===== src/rtl/led_status_array_if.sv =====
`default_nettype none
// ============================================================================
// Module      : led_status_array_if
// Description : Bundle between the status logic and the LED driver.
//               mode : per-channel 3-bit mode, channel i on [3i+2:3i]
//               code : per-channel blink-code pulse count, channel i on [4i+3:4i]
//               led  : LED pin drive, one bit per channel
//               master drives mode/code and watches led; slave is the driver.
// Revision    : 1.0 - initial release
// ============================================================================
interface led_status_array_if #(
    parameter int NUM_LEDS = 4
);
    logic [3*NUM_LEDS-1:0] mode;
    logic [4*NUM_LEDS-1:0] code;
    logic [NUM_LEDS-1:0]   led;

    modport master (output mode, output code, input led);
    modport slave  (input mode, input code, output led);
endinterface
`default_nettype wire


===== src/rtl/led_status_array.sv =====
`default_nettype none
// ============================================================================
// Module      : led_status_array
// Description : Multi-channel LED status indicator. Every channel selects
//               off, on, slow/medium/fast blink, heartbeat or a repeating
//               blink code. One shared prescaler and phase counter keep all
//               blinking channels in lock-step.
//               clk  : sole clock, rising edge
//               rst  : synchronous, active-high reset
//               bus  : mode/code inputs and led outputs (slave side)
// Revision    : 1.0 - initial release
// ============================================================================
module led_status_array #(
    parameter int NUM_LEDS   = 4,
    parameter int TICK_DIV   = 23,
    parameter int ACTIVE_LOW = 1
) (
    input  wire logic           clk,
    input  wire logic           rst,
    led_status_array_if.slave   bus
);

    localparam logic             c_POL       = (ACTIVE_LOW != 0);
    localparam logic [TICK_DIV-1:0] c_PRE_ONE = {{(TICK_DIV-1){1'b0}}, 1'b1};

    localparam logic [2:0] c_MODE_OFF   = 3'd0;
    localparam logic [2:0] c_MODE_ON    = 3'd1;
    localparam logic [2:0] c_MODE_SLOW  = 3'd2;
    localparam logic [2:0] c_MODE_MED   = 3'd3;
    localparam logic [2:0] c_MODE_FAST  = 3'd4;
    localparam logic [2:0] c_MODE_HEART = 3'd5;
    localparam logic [2:0] c_MODE_CODE  = 3'd6;

    localparam logic [1:0] c_S_IDLE = 2'd0;
    localparam logic [1:0] c_S_ON   = 2'd1;
    localparam logic [1:0] c_S_OFF  = 2'd2;
    localparam logic [1:0] c_S_GAP  = 2'd3;

    logic [TICK_DIV-1:0]   r_prescale;
    logic                  w_tick;
    logic [3:0]            r_phase;
    logic [3*NUM_LEDS-1:0] r_mode;
    logic [4*NUM_LEDS-1:0] r_code;
    logic [NUM_LEDS-1:0]   w_lit;
    logic [NUM_LEDS-1:0]   r_led;

    assign w_tick  = &r_prescale;
    assign bus.led = r_led;

    // Shared timebase, input registers and polarity-corrected output register.
    always_ff @(posedge clk) begin
        if (rst) begin
            r_prescale <= '0;
            r_phase    <= 4'd0;
            r_mode     <= '0;
            r_code     <= '0;
            r_led      <= {NUM_LEDS{c_POL}};
        end else begin
            r_prescale <= r_prescale + c_PRE_ONE;
            if (w_tick) begin
                r_phase <= r_phase + 4'd1;
            end
            r_mode <= bus.mode;
            r_code <= bus.code;
            r_led  <= w_lit ^ {NUM_LEDS{c_POL}};
        end
    end

    generate
        for (genvar i = 0; i < NUM_LEDS; i++) begin : g_ch
            logic [2:0] w_mode;
            logic [3:0] w_code;
            logic [1:0] r_state;
            logic [1:0] w_state_nxt;
            logic [3:0] r_rem;
            logic [3:0] w_rem_nxt;
            logic [2:0] r_gap;
            logic [2:0] w_gap_nxt;
            logic       w_start;
            logic       w_lit_ch;

            assign w_mode = r_mode[3*i +: 3];
            assign w_code = r_code[4*i +: 4];

            always_ff @(posedge clk) begin
                if (rst) begin
                    r_state <= c_S_IDLE;
                    r_rem   <= 4'd0;
                    r_gap   <= 3'd0;
                end else begin
                    r_state <= w_state_nxt;
                    r_rem   <= w_rem_nxt;
                    r_gap   <= w_gap_nxt;
                end
            end

            // An expired gap re-enters the sequence on the same tick, so the
            // code is only sampled at sequence start; mid-sequence code
            // changes wait for the next repeat.
            assign w_start = (r_state == c_S_IDLE) ||
                             ((r_state == c_S_GAP) && (r_gap == 3'd0));

            always_comb begin
                w_state_nxt = r_state;
                w_rem_nxt   = r_rem;
                w_gap_nxt   = r_gap;
                if (w_mode != c_MODE_CODE) begin
                    w_state_nxt = c_S_IDLE;
                    w_rem_nxt   = 4'd0;
                end else if (w_tick) begin
                    if (w_start) begin
                        if (w_code == 4'd0) begin
                            w_state_nxt = c_S_GAP;
                            w_gap_nxt   = 3'd7;
                        end else begin
                            w_state_nxt = c_S_ON;
                            w_rem_nxt   = w_code - 4'd1;
                        end
                    end else begin
                        case (r_state)
                            c_S_ON: begin
                                w_state_nxt = c_S_OFF;
                            end
                            c_S_OFF: begin
                                if (r_rem == 4'd0) begin
                                    w_state_nxt = c_S_GAP;
                                    w_gap_nxt   = 3'd7;
                                end else begin
                                    w_state_nxt = c_S_ON;
                                    w_rem_nxt   = r_rem - 4'd1;
                                end
                            end
                            default: begin
                                w_gap_nxt = r_gap - 3'd1;
                            end
                        endcase
                    end
                end
            end

            always_comb begin
                w_lit_ch = 1'b0;
                case (w_mode)
                    c_MODE_OFF:   w_lit_ch = 1'b0;
                    c_MODE_ON:    w_lit_ch = 1'b1;
                    c_MODE_SLOW:  w_lit_ch = r_phase[3];
                    c_MODE_MED:   w_lit_ch = r_phase[2];
                    c_MODE_FAST:  w_lit_ch = r_phase[0];
                    c_MODE_HEART: w_lit_ch = (r_phase == 4'd0) || (r_phase == 4'd2);
                    c_MODE_CODE:  w_lit_ch = (r_state == c_S_ON);
                    default:      w_lit_ch = 1'b0;
                endcase
            end

            assign w_lit[i] = w_lit_ch;
        end
    endgenerate

endmodule
`default_nettype wire


===== src/flat_wrapper.sv =====
// flat-port wrapper written by rule: the top's interface ports become plain ports
module led_status_array_flat 
#(
    parameter int NUM_LEDS   = 4,
    parameter int TICK_DIV   = 23,
    parameter int ACTIVE_LOW = 1
)
  (clk, rst, bus_mode, bus_code, bus_led);
  led_status_array_if #(.NUM_LEDS(NUM_LEDS)) bus_i ();
  input  wire logic clk;
  input  wire logic rst;
  input wire logic [$bits(bus_i.mode)-1:0] bus_mode;
  input wire logic [$bits(bus_i.code)-1:0] bus_code;
  output wire logic [$bits(bus_i.led)-1:0] bus_led;
  assign bus_i.mode = bus_mode;
  assign bus_i.code = bus_code;
  assign bus_led = bus_i.led;
  led_status_array #(.NUM_LEDS(NUM_LEDS), .TICK_DIV(TICK_DIV), .ACTIVE_LOW(ACTIVE_LOW)) u_core (.clk(clk), .rst(rst), .bus(bus_i));
endmodule

===== config.mk =====
export PLATFORM = sky130hd
export DESIGN_NAME = led_status_array_flat
export DESIGN_NICKNAME = d
export VERILOG_FILES = /design/src/rtl/led_status_array_if.sv /design/src/rtl/led_status_array.sv /design/src/flat_wrapper.sv
export SDC_FILE = /design/constraint.sdc
export NUM_CORES = 1
export LEC_CHECK = 0
export CAP_MARGIN = 25
export CORE_MARGIN = 2
export CORE_UTILIZATION = 50
export CTS_BUF_LIST = sky130_fd_sc_hd__clkbuf_4
export DETAILED_ROUTE_END_ITERATION = 12
export GPL_ROUTABILITY_DRIVEN = 0
export PLACE_DENSITY = 0.7
export SYNTH_ARGS = -nofsm -noshare
export SYNTH_HDL_FRONTEND = slang
export SYNTH_SLANG_ARGS = --single-unit

===== constraint.sdc =====
create_clock -name clk -period 2.61 [get_ports clk]
set_clock_uncertainty 0.2 [all_clocks]
set_input_delay 0.522 -clock clk [delete_from_list [all_inputs] [get_ports clk]]
set_output_delay 0.522 -clock clk [all_outputs]
set_load 0.02 [all_outputs]

==> run summary <==
P_leak = 2.03 nW
P per Cell Area = 483 mW/mm2
nets = 634
worst-path maximum fanout = 6
total congestion overflow = 0
Register Area = 0.00190 mm2
clock power share = 37.4%
Post-Route WL = 10.0 mm
effective utilization at floorplan = 51.6%
die area = 0.0104 mm2
final hold violation count = 0
status = complete, no violations
initial DRC count = 146
crit share post-route = 94.4%
vias in the first global route = 3770
Crit. End Element = flop
commonest cells in the netlist = dfxtp_1 (95), nor2_1 (61), ha_1 (32), nor2b_1 (30), nand2_1 (27)
Num CTS Buffers = 9
Comb power frac = 6.0%
Routed Antenna Nets = 0
Slew Limit Fails = 0
final worst setup slack = 146 ps
syn_nets = 594
NetSw = 0.000605 W
Pint = 0.00206 W
Post-synth ARST share = 0%
dominant synthesized flop cell = dfxtp_1
Worst path max stage delay = 540 ps
core area = 0.00928 mm2
Cell Rows = 35
flops & latches, synth = 95
RSZ-0062 raised after global routing = false
initial antenna violation count = 0
Worst Tran Pin Value = 682 ps
final total power = 0.00266 W
crit path cell chain = inv_1, ha_1, and3b_1, or4_1, a2111oi_4, nor2_1, a311oi_1
GR Layer Usage met1 = 24.8%
Worst Hold Class = flop to flop
post-synthesis cell type count = 51
cell with the most instances after synthesis = dfxtp_1
Switching Share = 22.7%
Worst Path Arrival = 2610 ps
Post-CTS Hold Buffers = 0
Synth Area per Inst = 9.00 um2
clk sinks = 95
area of the multi-input gates = 0.00274 mm2
dominant cells by area after synthesis = dfxtp_1 (40%), ha_1 (8.4%), nor2_1 (4.8%)
Reg power frac = 56.6%
synth-to-layout area growth = 15.2%
DP Worst Slack = 121 ps
share of cells above drive strength 1 = 9.88%
min Tclk post-route = 2460 ps
CTS tree = built
met2 Usage GRT = 35.6%
post-synth top area share = 39.7%
total negative slack = 0 ps
Pre-Repair DR Iteration Count = 4
CTS max path bufs = 2
WP data required = 2760 ps
largest net degree at the start of global routing = 36
first-pass GRT wire length = 16.8 mm
Final setup viols = 0
fmax = 0.406 GHz
Max rail drop VDD = 0.000230 V
DR vias = 3885
Root Driver = clkbuf_4
fillers = 819
number of antenna diodes = 0
Tot GR Track Use = 20.1%
io pins = 34
H-tree depth = 3
Syn Std Cell Area = 0.00479 mm2
DP Wirelength = 7.26 mm
Yosys top cell by area = dfxtp_1
DRC = 0
Slowest cell on crit path = or4_1
met3 GRT Util = 2.94%
Setup Crit Path Kind = flop to flop
crit start category = flop
Die H = 102 um
port bufs = 33
DR vias/cell = 5.50
number of flops mapped to enable cells by yosys = 0
Max-Cap Viols = 0
Slew Limit Headroom = 54.5%
Ys Warns = 0
Layout Utilization = 59.4%
sequential fraction of the synthesis area = 39.7%
WL/cell = 14.2 um
die width = 102 um
Worst-path clk slew = 140 ps
gr busiest metal = met2
Clock Latency Late Sink = 440 ps
Mapped Cells = 532
## routing by layer
layer | vias up | part of all wire [%]
li1 | 1970 | -
met1 | 1838 | 47
met2 | 65 | 49
met3 | 12 | 2.9
met4 | 0 | 1.4
met5 | - | 0
## cell usage in the layout, fill, tap and decap left out, types with 4 or more instances in the layout
| cell type | count |
|---|---|
| buf_4 | 15 |
| and3b_1 | 4 |
| nor4_1 | 5 |
| nand4_1 | 10 |
| nand2b_1 | 6 |
| nand3_1 | 16 |
| clkdlybuf4s50_1 | 32 |
| and3_1 | 5 |
| a21oi_1 | 17 |
| nand3b_1 | 5 |
| mux2i_1 | 14 |
| clkbuf_4 | 9 |
| nand2_1 | 27 |
| a311oi_1 | 12 |
| dfxtp_1 | 95 |
| nor2_1 | 61 |
| ha_1 | 32 |
| o21a_1 | 4 |
| a2111oi_4 | 4 |
| a21o_1 | 4 |
| nor2b_1 | 30 |
| nor3_1 | 19 |
| or2_2 | 11 |
| or3_1 | 8 |
| xnor2_1 | 8 |
| and2_1 | 7 |
| o22ai_1 | 4 |
| a31oi_1 | 6 |
| inv_1 | 24 |
| xor2_1 | 16 |
| o21ai_0 | 19 |
## registers in the layout (all words and copies together) (netlist names)
signal / cells
u_core.g_ch.r_state: 8
u_core.bus.led: 4
u_core.r_mode: 12
u_core.g_ch.r_gap: 12
u_core.r_phase: 4
u_core.r_code: 16
u_core.g_ch.r_rem: 16
u_core.r_prescale: 23
## power groups by stage
| stage | combinational (W) | clock [W] | sequential (W) |
|---|---|---|---|
| after floorplan | 0.0000886 | 0 | 0.00153 |
| after global placement | 0.000154 | 0 | 0.00154 |
| after detailed placement | 0.000159 | 0 | 0.00154 |
| after CTS | 0.000160 | 0.00103 | 0.00151 |
| after global routing | 0.000175 | 0.00109 | 0.00151 |
| final | 0.000158 | 0.000997 | 0.00151 |
## cell type report
cell class / count / area share, %
Multi-Input combinational cell: 394 / 49.6
Clock inverter: 7 / 2.18
Timing Repair Buffer: 48 / 7.94
Inverter: 24 / 1.63
Tap cell: 129 / 2.93
Clock buffer: 9 / 1.23
Sequential cell: 95 / 34.5
## stage by stage
stage	std cells	cell area [um2]	hold slack, ps
3_3_place_gp	689	5310	255
6_report	706	5520	290
3_5_place_dp	689	5310	274
5_1_grt	706	5520	310
4_1_cts	705	5490	286
2_1_floorplan	532	4790	242
## worst max-delay path, delay by kind of cell (launching register included)
| kind | cells | cell delay [ps] |
|---|---|---|
| AND/OR/NAND/NOR | 3 | 800 |
| AO/OA/AOI/OAI | 2 | 750 |
| flip-flops | 1 | 370 |
| adder cells (fa/ha/maj) | 1 | 190 |
| buffers and inverters | 1 | 70 |
## final timing paths
kind	depth (start not counted)	slack (ps)	from	end
setup / recovery	7	150	u_core.g_ch[3].r_gap[0]$_SDFFE_PP0P_	u_core.g_ch[3].r_gap[1]$_SDFFE_PP0P_
hold reg to reg	2	290	u_core.r_code[15]$_SDFF_PP0_	u_core.g_ch[3].r_rem[3]$_SDFFE_PP0P_
setup reg to reg	7	150	u_core.g_ch[3].r_gap[0]$_SDFFE_PP0P_	u_core.g_ch[3].r_gap[1]$_SDFFE_PP0P_
hold / removal	2	290	u_core.r_code[15]$_SDFF_PP0_	u_core.g_ch[3].r_rem[3]$_SDFFE_PP0P_
## cells by family (layout without fill, tap and decap cells)
logic type,count (synthesis),count (layout),synth area share [%]
flops,95,95,39.7
fa+ha+maj,32,32,8.36
compound gates,95,95,15.5
simple gates,227,227,25.2
xor+xnor,24,24,4.39
buf+inv,43,88,3.42
mux,16,16,3.37
## repair_timing
item	in CTS	in global routing
resized for setup	0	3
setup endpoints to repair	0	5
setup buffers	0	1
(Power assumes the default switching activity.)
